## config.mk

```make
export PLATFORM = sky130hd
export DESIGN_NAME = pipeline_stage_buf_flat
export DESIGN_NICKNAME = d
export VERILOG_FILES = /design/src/rtl/pipeline_stage_buf_if.sv /design/src/rtl/pipeline_stage_buf.sv /design/src/flat_wrapper.sv
export SDC_FILE = /design/constraint.sdc
export NUM_CORES = 1
export LEC_CHECK = 0
export ABC_AREA = 0
export CORE_MARGIN = 2
export CORE_UTILIZATION = 54
export DETAILED_ROUTE_END_ITERATION = 10
export GPL_TIMING_DRIVEN = 0
export HOLD_SLACK_MARGIN = 0.02
export PLACE_DENSITY = 0.86
export SLEW_MARGIN = 20
export SYNTH_ARGS = -nofsm -noshare
export SYNTH_HDL_FRONTEND = slang
export SYNTH_SLANG_ARGS = --single-unit
```

## constraint.sdc

```tcl
create_clock -name clk -period 5.3 [get_ports clk]
set_input_delay 0.795 -clock clk [delete_from_list [all_inputs] [get_ports clk]]
set_output_delay 0.795 -clock clk [all_outputs]
set_load 0.02 [all_outputs]
```

## src/rtl/pipeline_stage_buf_if.sv

```systemverilog
// pipeline_stage_buf_if: handshake and bundle signals of one inter-stage pipeline register.
// Upstream side: in_valid, in_ready, in_ctrl, in_data, flush.
// Downstream side: out_valid, out_ready, out_ctrl, out_data, plus the stall_cnt status.
// The slave modport is the buffer's own view. The master modport is the view of the logic driving it.
interface pipeline_stage_buf_if #(
    parameter int CTRL_W = 8,
    parameter int DATA_W = 101,
    parameter int CNT_W  = 16
);
    logic              in_valid;
    logic              in_ready;
    logic [CTRL_W-1:0] in_ctrl;
    logic [DATA_W-1:0] in_data;
    logic              flush;
    logic              out_valid;
    logic              out_ready;
    logic [CTRL_W-1:0] out_ctrl;
    logic [DATA_W-1:0] out_data;
    logic [CNT_W-1:0]  stall_cnt;

    modport slave (
        input  in_valid, in_ctrl, in_data, flush, out_ready,
        output in_ready, out_valid, out_ctrl, out_data, stall_cnt
    );

    modport master (
        output in_valid, in_ctrl, in_data, flush, out_ready,
        input  in_ready, out_valid, out_ctrl, out_data, stall_cnt
    );
endinterface

```

## src/rtl/pipeline_stage_buf.sv

```systemverilog
// pipeline_stage_buf: generic valid/ready pipeline register with optional 2-entry skid, flush and ctrl bubble gating.
// Ports:
//   clk     rising-edge clock
//   reset_n asynchronous active-low reset
//   bus     pipeline_stage_buf_if.slave
//           in_valid/in_ready/in_ctrl/in_data/flush: upstream side
//           out_valid/out_ready/out_ctrl/out_data: downstream side
//           stall_cnt: saturating count of out_valid & !out_ready cycles
module pipeline_stage_buf #(
    parameter int CTRL_W = 8,
    parameter int DATA_W = 101,
    parameter int SKID   = 1,
    parameter int CNT_W  = 16
) (
    input logic                 clk,
    input logic                 reset_n,
    pipeline_stage_buf_if.slave bus
);
    logic              main_valid_q, main_valid_d;
    logic [CTRL_W-1:0] main_ctrl_q, main_ctrl_d;
    logic [DATA_W-1:0] main_data_q, main_data_d;
    logic              skid_valid_q;
    logic [CTRL_W-1:0] skid_ctrl_q;
    logic [DATA_W-1:0] skid_data_q;
    logic [CNT_W-1:0]  stall_q, stall_d;
    logic              accept, drain, load_from_skid, load_from_in;

    assign accept = bus.in_valid & bus.in_ready;
    assign drain  = main_valid_q & bus.out_ready;

    // A flush blocks every load, so an entry offered in the flush cycle is dropped.
    // Main takes the new entry only when it is empty, or when it drains with nothing waiting in skid.
    always_comb begin
        load_from_skid = !bus.flush & drain & skid_valid_q;
        load_from_in   = !bus.flush & accept & (!main_valid_q | (drain & !skid_valid_q));
        main_valid_d   = bus.flush ? 1'b0 :
                         (load_from_skid | load_from_in) ? 1'b1 :
                         drain ? 1'b0 : main_valid_q;
        main_ctrl_d    = load_from_skid ? skid_ctrl_q : load_from_in ? bus.in_ctrl : main_ctrl_q;
        main_data_d    = load_from_skid ? skid_data_q : load_from_in ? bus.in_data : main_data_q;
        stall_d        = (main_valid_q & !bus.out_ready & (stall_q != '1)) ? stall_q + CNT_W'(1) : stall_q;
    end

    always_ff @(posedge clk or negedge reset_n) begin
        if (!reset_n) begin
            main_valid_q <= 1'b0;
            main_ctrl_q  <= '0;
            main_data_q  <= '0;
            stall_q      <= '0;
        end else begin
            main_valid_q <= main_valid_d;
            main_ctrl_q  <= main_ctrl_d;
            main_data_q  <= main_data_d;
            stall_q      <= stall_d;
        end
    end

    if (SKID != 0) begin : g_skid
        logic              load_skid, skid_valid_d;
        logic [CTRL_W-1:0] skid_ctrl_d;
        logic [DATA_W-1:0] skid_data_d;
        logic              sv_q;
        logic [CTRL_W-1:0] sc_q;
        logic [DATA_W-1:0] sd_q;
        // Skid catches an accept that main cannot take: main is held, or main is being refilled from skid.
        always_comb begin
            load_skid    = !bus.flush & accept & main_valid_q & (!drain | sv_q);
            skid_valid_d = bus.flush ? 1'b0 : load_skid ? 1'b1 : drain ? 1'b0 : sv_q;
            skid_ctrl_d  = load_skid ? bus.in_ctrl : sc_q;
            skid_data_d  = load_skid ? bus.in_data : sd_q;
        end
        always_ff @(posedge clk or negedge reset_n) begin
            if (!reset_n) begin
                sv_q <= 1'b0;
                sc_q <= '0;
                sd_q <= '0;
            end else begin
                sv_q <= skid_valid_d;
                sc_q <= skid_ctrl_d;
                sd_q <= skid_data_d;
            end
        end
        assign skid_valid_q = sv_q;
        assign skid_ctrl_q  = sc_q;
        assign skid_data_q  = sd_q;
        // in_ready comes straight from a flop, so out_ready has no combinational path to upstream.
        assign bus.in_ready = !sv_q;
    end else begin : g_noskid
        assign skid_valid_q = 1'b0;
        assign skid_ctrl_q  = '0;
        assign skid_data_q  = '0;
        assign bus.in_ready = bus.out_ready | !main_valid_q;
    end

    assign bus.out_valid = main_valid_q;
    assign bus.out_ctrl  = main_ctrl_q & {CTRL_W{main_valid_q}};
    assign bus.out_data  = main_data_q;
    assign bus.stall_cnt = stall_q;
endmodule

```

## src/flat_wrapper.sv

```systemverilog
// flat-port wrapper written by rule: the top's interface ports become plain ports
module pipeline_stage_buf_flat 
#(
    parameter int CTRL_W = 8,
    parameter int DATA_W = 101,
    parameter int SKID   = 1,
    parameter int CNT_W  = 16
)
  (clk, reset_n, bus_in_valid, bus_in_ctrl, bus_in_data, bus_flush, bus_out_ready, bus_in_ready, bus_out_valid, bus_out_ctrl, bus_out_data, bus_stall_cnt);
  pipeline_stage_buf_if #(.CTRL_W(CTRL_W), .DATA_W(DATA_W), .CNT_W(CNT_W)) bus_i ();
  input logic clk;
  input logic reset_n;
  input wire logic [$bits(bus_i.in_valid)-1:0] bus_in_valid;
  input wire logic [$bits(bus_i.in_ctrl)-1:0] bus_in_ctrl;
  input wire logic [$bits(bus_i.in_data)-1:0] bus_in_data;
  input wire logic [$bits(bus_i.flush)-1:0] bus_flush;
  input wire logic [$bits(bus_i.out_ready)-1:0] bus_out_ready;
  output wire logic [$bits(bus_i.in_ready)-1:0] bus_in_ready;
  output wire logic [$bits(bus_i.out_valid)-1:0] bus_out_valid;
  output wire logic [$bits(bus_i.out_ctrl)-1:0] bus_out_ctrl;
  output wire logic [$bits(bus_i.out_data)-1:0] bus_out_data;
  output wire logic [$bits(bus_i.stall_cnt)-1:0] bus_stall_cnt;
  assign bus_i.in_valid = bus_in_valid;
  assign bus_i.in_ctrl = bus_in_ctrl;
  assign bus_i.in_data = bus_in_data;
  assign bus_i.flush = bus_flush;
  assign bus_i.out_ready = bus_out_ready;
  assign bus_in_ready = bus_i.in_ready;
  assign bus_out_valid = bus_i.out_valid;
  assign bus_out_ctrl = bus_i.out_ctrl;
  assign bus_out_data = bus_i.out_data;
  assign bus_stall_cnt = bus_i.stall_cnt;
  pipeline_stage_buf #(.CTRL_W(CTRL_W), .DATA_W(DATA_W), .SKID(SKID), .CNT_W(CNT_W)) u_core (.clk(clk), .reset_n(reset_n), .bus(bus_i));
endmodule
```

==> results.cfg <==
[outcome]
status = finished clean

[critical_path]
reg2regPathDepth = 5
path_cells = clkbuf_1 -> and2_1 -> clkdlybuf4s50_1
cpPeakStageDelay_ps = 650
reg2reg_from = u_core.bus.out_valid
required_ps = 4510
start_kind = register
crit_fanout = 10
rrSetupSlack_ps = 3080
critPathCaptureType = output pin
worstPathArrival_ps = 2130
crit_type = register to output pin
slowest_stage = clkdlybuf4s50_1
r2r-end = u_core.bus.out_data[4]

[placement]
dp.final_hpwl_um = 16520
placed_cells_incl_taps = 1270
dp_slack_ps = 2203
routabilityCongestion = 0.8721
port_buffers = 240

[sta]
max_slew_margin = 0.4722
drv_slew = 0
finalHoldViolCount = 0
setup_violations = 0
rsz0062_at_grt = no
max_freq_mhz = 341.7
holdWs_ps = 206.2
period_share = 0.5521
fin_worst_skew_ps = 8.585
period_minus_slack_ps = 2926
worst_slew_pin_slew_ps = 791.7
setup_slack_ps = 2374

[power]
pwr-share-clk = 0.343
p_leak_nw = 6.609
vdd.ir_drop.worst_mv = 0.3907
comb_power_share = 0.209
pwr-share-seq = 0.448
power_density_nw_per_um2 = 389.1
internal_power_mw = 3.848
power_mw = 5.264
switchingPower_mw = 1.416
p_sw_frac = 0.2689

[final_layout]
drive_above_1_share = 0.1882
area_delta_synth_final_pct = 36.24
utilization = 0.7505
layoutNonFillerInstCount = 1313
fin_nets = 1183
insertedDiodeCount = 0

[global_routing]
grt_max_degree = 100
grt_pass1_vias = 7421
grt_overflow_total = 0
grt_use_total = 0.2474
antenna_found_initial = 0
grt_pass1_wl_um = 38900

[yosys]
syn_nets = 914
seq_area_frac_synth = 0.5948
synth_top_area_share = 0.5948
syn-mean-instance-area_um2 = 12.43
yosysUniqueCellTypes = 33
syn_area_um2 = 9928
synthTopCellsByArea = dfrtp_1 (59%), mux2_2 (12%), mux2i_1 (11%)
yosys_warnings = 0
synth_area_leader_cell = dfrtp_1
syn_inst = 799
ys_seq_elements = 236

[flow_run]
max_cap_viol_count = 0

[die]
coreArea_um2 = 18020
boundaryPins = 241
die_x_um = 139.6
start_util = 0.5508
num_rows = 49
die-area_um2 = 19490
die_h_um = 139.6

[detailed_routing]
drc_errors = 0
drt_wl_total_um = 24420
num_vias = 7187
vias_per_cell = 5.474
firstDrtPassIters = 4
top_layer_used = met4
wl_met3_um = 1762
wl_met1_um = 10150
drtAntennaViolNets = 0
avgRoutedWirePerCell_um = 18.60
drt_iter0_drc = 320
route.met2.wl_um = 11640

[min_path]
min_path_type = input pin to asynchronous set/reset pin

[clock_network]
ctsResizeCount = 0
htree_levels = 1
numCtsBuffers = 25
clkLatencyLatePin_ps = 510
cts_tree = built
hold_buffers = 0
path_clk_slew_ps = 60
clockBufferDepth = 3
postCtsSetupBuffers = 0
cts-root-buf = clkbuf_16
clock_sinks = 236
[flip-flops by register name, summed over array words and instances, names as in the netlist]
name	cells
u_core.g_skid.sv_q	1
u_core.bus.out_valid	1
u_core.g_skid.sc_q	8
u_core.bus.out_data	101
u_core.main_ctrl_q	8
u_core.g_skid.sd_q	101
u_core.bus.stall_cnt	16
[per-stage QoR]
| stage | instance area [um2] | TNS [ps] |
|---|---|---|
| after floorplan | 9928 | 0 |
| after global placement | 12620 | -1536530 |
| after detailed placement | 12680 | 0 |
| after CTS | 13530 | 0 |
| after global routing | 13530 | 0 |
| final | 13530 | 0 |
[power groups by stage]
| stage | clock network, mW | logic [mW] | registers, mW |
|---|---|---|---|
| floorplan | 0 | 0.393 | 2.52 |
| global placement | 0 | 1.07 | 2.36 |
| detailed placement | 0 | 1.10 | 2.38 |
| CTS | 1.83 | 1.11 | 2.35 |
| global route | 1.91 | 1.19 | 2.39 |
| finish | 1.81 | 1.10 | 2.36 |
[cells in the mapped netlist]
library cell / count
a41oi_1: 1
or2_2: 1
nand4b_1: 2
nand3_1: 4
ha_1: 1
or4_4: 1
nor4b_1: 1
buf_2: 43
dfrtp_1: 236
a211oi_1: 2
clkbuf_1: 4
mux2_4: 1
nand3_2: 1
nand2_1: 4
nor2_1: 118
and3_1: 3
xnor2_1: 3
and2b_1: 1
a21oi_1: 118
mux2i_1: 110
buf_4: 2
a31oi_1: 5
and2_4: 1
and4_1: 1
mux2_2: 109
nor4_1: 2
nor3_1: 1
inv_1: 3
xor2_1: 5
nand4_2: 1
and2_1: 9
and3_2: 1
nand4_1: 4
[critical path: cells and delay by family, from the launching register on]
kind	cells	cell delay, ps
buffers and inverters	2	1010
DFF	1	420
and+or+nand+nor	1	190
[how the worst max path moves through the flow]
stage	start	endpoint	slack (ps)	cells past startpoint
global placement	reset_n	u_core.g_skid.sd_q[77]	-6540	1
global route	u_core.bus.out_valid	bus_out_ctrl[3]	2240	3
finish	u_core.bus.out_valid	bus_out_ctrl[3]	2370	3
detailed placement	bus_out_ready	u_core.bus.out_data[4]	2200	6
CTS	u_core.bus.out_valid	bus_out_ctrl[3]	2370	3
floorplan	bus_out_ready	u_core.g_skid.sc_q[6]	3200	6
[layer usage]
metal  global-route usage  up-vias
met5                    0        -
met4              0.07895        0
met3              0.06160       57
met2               0.4110      241
met1               0.3231     3553
li1                     -     3336
[cell type report]
class                           instances  area, um2
Tap cell                              229      286.5
Clock inverter                         11      157.7
Timing Repair Buffer                  242       2462
Sequential cell                       236       5906
Multi-Input combinational cell        511       3766
Buffer                                 49      245.2
Inverter                                3      11.26
Fill cell                            1204       4498
Clock buffer                           32      691.9
[placed cells by master (no fill, tap or decap), types with 5 or more instances in the layout]
cell,n
nor2_1,118
xor2_1,5
a31oi_1,5
a21oi_1,118
clkdlybuf4s50_1,239
mux2_2,109
dfrtp_1,236
clkinv_2,6
buf_2,43
and2_1,9
clkbuf_16,25
mux2i_1,110
clkbuf_1,7
[cells by family (layout without fill, tap and decap cells)]
group                    after synthesis  after routing  share of synthesized area
adder cells (fa/ha/maj)                1              1                   0.001260
multiplexers                         220            220                     0.2360
AO/OA/AOI/OAI                        126            126                    0.06503
buffers and inverters                 52            337                    0.02583
flip-flops                           236            236                     0.5948
XOR/XNOR                               8              8                   0.007058
AND/OR/NAND/NOR                      156            156                    0.06994
No activity file was read; power rests on OpenSTA's default activity.
